File: config.mk
export PLATFORM = sky130hd
export DESIGN_NAME = control_unit_flat
export DESIGN_NICKNAME = d
export VERILOG_FILES = /design/src/rtl/control_unit_pkg.sv /design/src/rtl/control_unit_if.sv /design/src/rtl/control_unit.sv /design/src/flat_wrapper.sv
export SDC_FILE = /design/constraint.sdc
export NUM_CORES = 1
export LEC_CHECK = 0
export ABC_AREA = 1
export CAP_MARGIN = 25
export CORE_MARGIN = 2
export CORE_UTILIZATION = 60
export CTS_CLUSTER_SIZE = 14
export DETAILED_ROUTE_END_ITERATION = 16
export DONT_BUFFER_PORTS = 1
export PLACE_DENSITY = 0.76
export SLEW_MARGIN = 40
export SYNTH_ARGS = -nofsm -noshare
export SYNTH_HDL_FRONTEND = slang
export SYNTH_SLANG_ARGS = --single-unit
File: constraint.sdc
create_clock -name clk -period 2.8 [get_ports clk]
set_input_delay 0.28 -clock clk [delete_from_list [all_inputs] [get_ports clk]]
set_output_delay 0.28 -clock clk [all_outputs]
set_load 0.05 [all_outputs]
File: src/rtl/control_unit_pkg.sv
// Shared types for the accelerator sequencer: run-state encoding, strobe bundle
// and the default datapath width reused by the FP/BP/draw blocks.
package control_unit_pkg;

  localparam int DEFAULT_WIDTH = 32;

  typedef enum logic [2:0] {
    ST_IDLE    = 3'd0,
    ST_WEIGHTS = 3'd1,
    ST_FP      = 3'd2,
    ST_BP      = 3'd3,
    ST_DRAW    = 3'd4
  } state_e;

  typedef struct packed {
    logic get_all_weights;
    logic do_fp;
    logic do_bp;
    logic draw;
  } strobe_t;

  localparam strobe_t STROBES_OFF = '{1'b0, 1'b0, 1'b0, 1'b0};

  // Any encoding outside the five legal states decodes as IDLE (all strobes low).
  function automatic strobe_t state_strobes(input state_e s);
    strobe_t r;
    r = STROBES_OFF;
    case (s)
      ST_IDLE:    r = STROBES_OFF;
      ST_WEIGHTS: r.get_all_weights = 1'b1;
      ST_FP:      r.do_fp = 1'b1;
      ST_BP:      r.do_bp = 1'b1;
      ST_DRAW:    r.draw = 1'b1;
      default:    r = STROBES_OFF;
    endcase
    return r;
  endfunction

endpackage

File: src/rtl/control_unit_if.sv
// Handshake bundle between the sequencer (master) and the engines/host (slave).
interface control_unit_if #(
  parameter int WIDTH = 32
);
  logic             train;
  logic             start;
  logic             weights_ack;
  logic             bp_done;
  logic             fp_done;
  logic             drawn;
  logic [WIDTH-1:0] image_in;
  logic             get_all_weights;
  logic             do_fp;
  logic             do_bp;
  logic             draw;
  logic [WIDTH-1:0] image_out;

  modport master (
    input  train, start, weights_ack, bp_done, fp_done, drawn, image_in,
    output get_all_weights, do_fp, do_bp, draw, image_out
  );

  modport slave (
    output train, start, weights_ack, bp_done, fp_done, drawn, image_in,
    input  get_all_weights, do_fp, do_bp, draw, image_out
  );
endinterface

File: src/rtl/control_unit.sv
// Top-level run sequencer: IDLE -> WEIGHTS -> FP -> (BP | DRAW) -> IDLE.
// Strobes are flopped from the next state so they change exactly with the state.
module control_unit
  import control_unit_pkg::*;
#(
  parameter int WIDTH = DEFAULT_WIDTH
) (
  input  logic           clk,
  input  logic           rst,
  control_unit_if.master cu
);

  state_e           cs_q;
  state_e           cs_d;
  strobe_t          strb_q;
  strobe_t          strb_d;
  logic [WIDTH-1:0] image_q;
  logic [WIDTH-1:0] image_d;

  // Next-state logic; each state only looks at its own done/ack input.
  always_comb begin
    cs_d = cs_q;
    case (cs_q)
      ST_IDLE: begin
        if (cu.start) cs_d = ST_WEIGHTS;
        else          cs_d = ST_IDLE;
      end
      ST_WEIGHTS: begin
        if (cu.weights_ack) cs_d = ST_FP;
        else                cs_d = ST_WEIGHTS;
      end
      ST_FP: begin
        if (cu.fp_done) begin
          if (cu.train) cs_d = ST_BP;
          else          cs_d = ST_DRAW;
        end else begin
          cs_d = ST_FP;
        end
      end
      ST_BP: begin
        if (cu.bp_done) cs_d = ST_IDLE;
        else            cs_d = ST_BP;
      end
      ST_DRAW: begin
        if (cu.drawn) cs_d = ST_IDLE;
        else          cs_d = ST_DRAW;
      end
      default: cs_d = ST_IDLE;
    endcase
  end

  // Image word is captured only on the IDLE->WEIGHTS edge and held for the run.
  always_comb begin
    image_d = image_q;
    if ((cs_q == ST_IDLE) && cu.start) image_d = cu.image_in;
    else                               image_d = image_q;
  end

  // Strobes for the state being entered, so they are registered yet Moore-aligned.
  always_comb begin
    strb_d = state_strobes(cs_d);
  end

  // State, strobe and image registers with synchronous active-low reset.
  always_ff @(posedge clk) begin
    if (!rst) begin
      cs_q    <= ST_IDLE;
      strb_q  <= STROBES_OFF;
      image_q <= {WIDTH{1'b0}};
    end else begin
      cs_q    <= cs_d;
      strb_q  <= strb_d;
      image_q <= image_d;
    end
  end

  assign cu.get_all_weights = strb_q.get_all_weights;
  assign cu.do_fp           = strb_q.do_fp;
  assign cu.do_bp           = strb_q.do_bp;
  assign cu.draw            = strb_q.draw;
  assign cu.image_out       = image_q;

endmodule

File: src/flat_wrapper.sv
// flat-port wrapper written by rule: the top's interface ports become plain ports
module control_unit_flat import control_unit_pkg::*;
#(
  parameter int WIDTH = DEFAULT_WIDTH
)
  (clk, rst, cu_train, cu_start, cu_weights_ack, cu_bp_done, cu_fp_done, cu_drawn, cu_image_in, cu_get_all_weights, cu_do_fp, cu_do_bp, cu_draw, cu_image_out);
  control_unit_if #(.WIDTH(WIDTH)) cu_i ();
  input  logic clk;
  input  logic rst;
  input wire logic [$bits(cu_i.train)-1:0] cu_train;
  input wire logic [$bits(cu_i.start)-1:0] cu_start;
  input wire logic [$bits(cu_i.weights_ack)-1:0] cu_weights_ack;
  input wire logic [$bits(cu_i.bp_done)-1:0] cu_bp_done;
  input wire logic [$bits(cu_i.fp_done)-1:0] cu_fp_done;
  input wire logic [$bits(cu_i.drawn)-1:0] cu_drawn;
  input wire logic [$bits(cu_i.image_in)-1:0] cu_image_in;
  output wire logic [$bits(cu_i.get_all_weights)-1:0] cu_get_all_weights;
  output wire logic [$bits(cu_i.do_fp)-1:0] cu_do_fp;
  output wire logic [$bits(cu_i.do_bp)-1:0] cu_do_bp;
  output wire logic [$bits(cu_i.draw)-1:0] cu_draw;
  output wire logic [$bits(cu_i.image_out)-1:0] cu_image_out;
  assign cu_i.train = cu_train;
  assign cu_i.start = cu_start;
  assign cu_i.weights_ack = cu_weights_ack;
  assign cu_i.bp_done = cu_bp_done;
  assign cu_i.fp_done = cu_fp_done;
  assign cu_i.drawn = cu_drawn;
  assign cu_i.image_in = cu_image_in;
  assign cu_get_all_weights = cu_i.get_all_weights;
  assign cu_do_fp = cu_i.do_fp;
  assign cu_do_bp = cu_i.do_bp;
  assign cu_draw = cu_i.draw;
  assign cu_image_out = cu_i.image_out;
  control_unit #(.WIDTH(WIDTH)) u_core (.clk(clk), .rst(rst), .cu(cu_i));
endmodule
==> flow_summary.yaml <==
outcome:
  status: "finished, final reports clean"
synthesis:
  yosys.area.top_type: "dfxtp_1"
  avgSynthCellArea_um2: 7.85
  ys_warn_count: 0
  synthDominantCellAreaShare_pct: 53.7
  ys_ff_latch: 39
  syn-num-nets: 225
  synth_seq_area_share_pct: 53.7
  synth_top_cells_by_area: "dfxtp_1, nor2_1, o21ai_0, o21ai_1, buf_6"
  synth_cell_types: 19
  synthCells: 185
  syn_area_um2: 1450
critical_path:
  crit_cells: 4
  rrSetupSlack_ns: 1.24
  start_kind: "register"
  path_class: "reg2reg"
  r2r_cells: 4
  r2r_start: "u_core.cs_q[2]"
  cp_slowest_stage_delay_ns: 0.53
  path_buf_inv: 0
  critPathSlowestCell: "nand3_2"
  path_cells: "nor2_1 > nand3_2 > nor2_1 > nor2_1"
  arrival_ns: 1.79
  cp-end-kind: "register"
  cp.required_ns: 3.02
  cp_common_cell: "nor2_1"
  reg2reg_to: "u_core.cu.image_out[24]"
  path_delay_family: "simple AND/OR/NAND/NOR gates"
  cp_max_fo: 32
route:
  drtAntennaViolNets: 0
  via_count: 1185
  drt-vias-per-instance: 5.62
  drc_errors: 0
  drt_iter0_markers: 17
  drt_wl_total_mm: 3.10
  routedWlPerCell_um: 14.7
  drt_pre_antenna_iters: 5
clocking:
  cts_resized: 0
  h-tree-depth: 2
  cts_made_buffers: 5
  post_cts_buffers: 0
  cts_tree: "yes"
  cts-hold-fix-buffers: 0
  insertion_delay_ns: 0.33
  root_buffer: "clkbuf_4"
  cts_sinks: 39
  cts.path.max_buffers: 2
  clkTransAtPathRegs_ns: 0.11
layout:
  drive_above_1_share_pct: 7.10
  area_growth_pct: 2.58
  final_common_cell: "nor2_1"
  diodes: 0
  fin_nets: 222
  fillers: 198
  final_cell_mix: "nor2_1, dfxtp_1, o21ai_0"
power_and_ir_drop:
  power.density_nw_per_um2: 839
  seq_power_share_pct: 65.4
  combinationalPowerShare_pct: 9.4
  leakage_nw: 0.661
  ir_drop_v: 0.000554
  switching_share_pct: 36.4
  p_sw_uw: 456
  internal_power_uw: 795
  power.clock.fraction_pct: 25.2
job:
  drv_cap: 0
timing:
  finalClockSkew_ns: 0.00566
  whs_ns: 0.0613
  maxSlewViolCount: 0
  final.setup.worst_slack_ns: 1.24
  timing.fmax_mhz: 639
  rsz0062_at_grt: "no"
  tightest_slew_ns: 0.628
  fin_crit_sh_pct: 55.8
  relSlewSlack_pct: 58.1
  setup_viol: 0
  period_needed_ns: 1.56
  setup_tns_ns: 0
  hold_viol: 0
global_routing:
  grt_pass1_vias: 1217
  track_usage_pct: 24.7
  grt_max_degree: 39
  grt_antenna_before_repair: 0
  overflow: 0
  grt_pass1_wl_mm: 5.04
min_path:
  holdPathStages: 2
  min_to: "u_core.cu.get_all_weights"
  hold_class: "in2reg"
  min_from: "rst"
die:
  initial_utilization_pct: 64.4
  design.core.area_um2: 2250
  ios: 76
  die_w_um: 53.2
  die_h_um: 53.2
  rows: 17
  die_area_um2: 2830
placement:
  hpwl_mm: 2.12
  portBuffers: 0
  place.gp.congestion: 0.749
  post-place-ws_ns: 1.26
power groups by stage:
stage               clock (mW)  combinational [mW]  sequential [mW]
global placement             0               0.109            0.829
finish                   0.315               0.118            0.818
CTS                      0.326               0.118            0.818
floorplan                    0               0.114            0.821
detailed placement           0               0.118            0.831
global route             0.346               0.140            0.823
cells by family (layout without fill, tap and decap cells):
family          count (synthesis)  after routing  share of synthesized area, %
buf+inv                        18             16                          6.63
simple gates                   93             93                          27.2
flops                          39             39                          53.7
compound gates                 35             35                          12.4
cell usage after synthesis:
cell type	count
buf_2	5
buf_6	3
clkbuf_1	2
dfxtp_1	39
inv_1	6
inv_2	2
nand2_1	7
nand2_2	1
nand2_4	1
nand3_1	2
nand3_2	1
nand3b_1	1
nand4_1	2
nor2_1	75
nor2_8	1
nor3_1	2
o21a_1	2
o21ai_0	23
o21ai_1	10
stage by stage:
step                total power, mW  util, %  instances  cell area, um^2
floorplan                     0.935        -        185             1450
global placement              0.938     63.0        203             1420
detailed placement            0.949     63.0        203             1420
CTS                            1.26     66.1        211             1490
global route                   1.31     66.1        211             1490
finish                         1.25     66.1        211             1490
worst register-to-register path: stages (launching register included):
cell and delay [ns]:
dfxtp_1 0.36, nor2_1 0.20, nand3_2 0.53, nor2_1 0.29, nor2_1 0.08
sequential cells by signal (all words and copies together), names as in the netlist:
name                       flops
u_core.cu.do_bp                1
u_core.cs_q                    3
u_core.cu.get_all_weights      1
u_core.cu.do_fp                1
u_core.cu.draw                 1
u_core.cu.image_out           32
layer usage:
layer | global-route usage, % | wire length (um) | vias up | part of all wire (%)
met2 | 46.7 | 1640 | 58 | 53
met1 | 22.7 | 1180 | 542 | 38
met3 | 10.2 | 246 | 4 | 7.9
met4 | 10.3 | 43 | 0 | 1.4
met5 | 0 | 0 | - | 0
li1 | - | - | 581 | -
cell type report:
class | count | area, um^2 | area share (%)
flip-flops and latches | 39 | 781 | 52.4
inverters | 8 | 30.0 | 2.02
well taps | 28 | 35.0 | 2.35
clock buffers | 8 | 68.8 | 4.62
multi-input cells | 128 | 576 | 38.6
worst max-delay path by stage:
stage / from / endpoint
after floorplan: u_core.cs_q[1] / u_core.cu.do_bp
after global placement: u_core.cs_q[0] / u_core.cu.image_out[10]
after detailed placement: u_core.cs_q[2] / u_core.cu.image_out[19]
after CTS: u_core.cs_q[2] / u_core.cu.image_out[19]
after global routing: u_core.cs_q[2] / u_core.cu.image_out[15]
final: u_core.cs_q[2] / u_core.cu.image_out[24]
No activity file was read; power rests on OpenSTA's default activity.
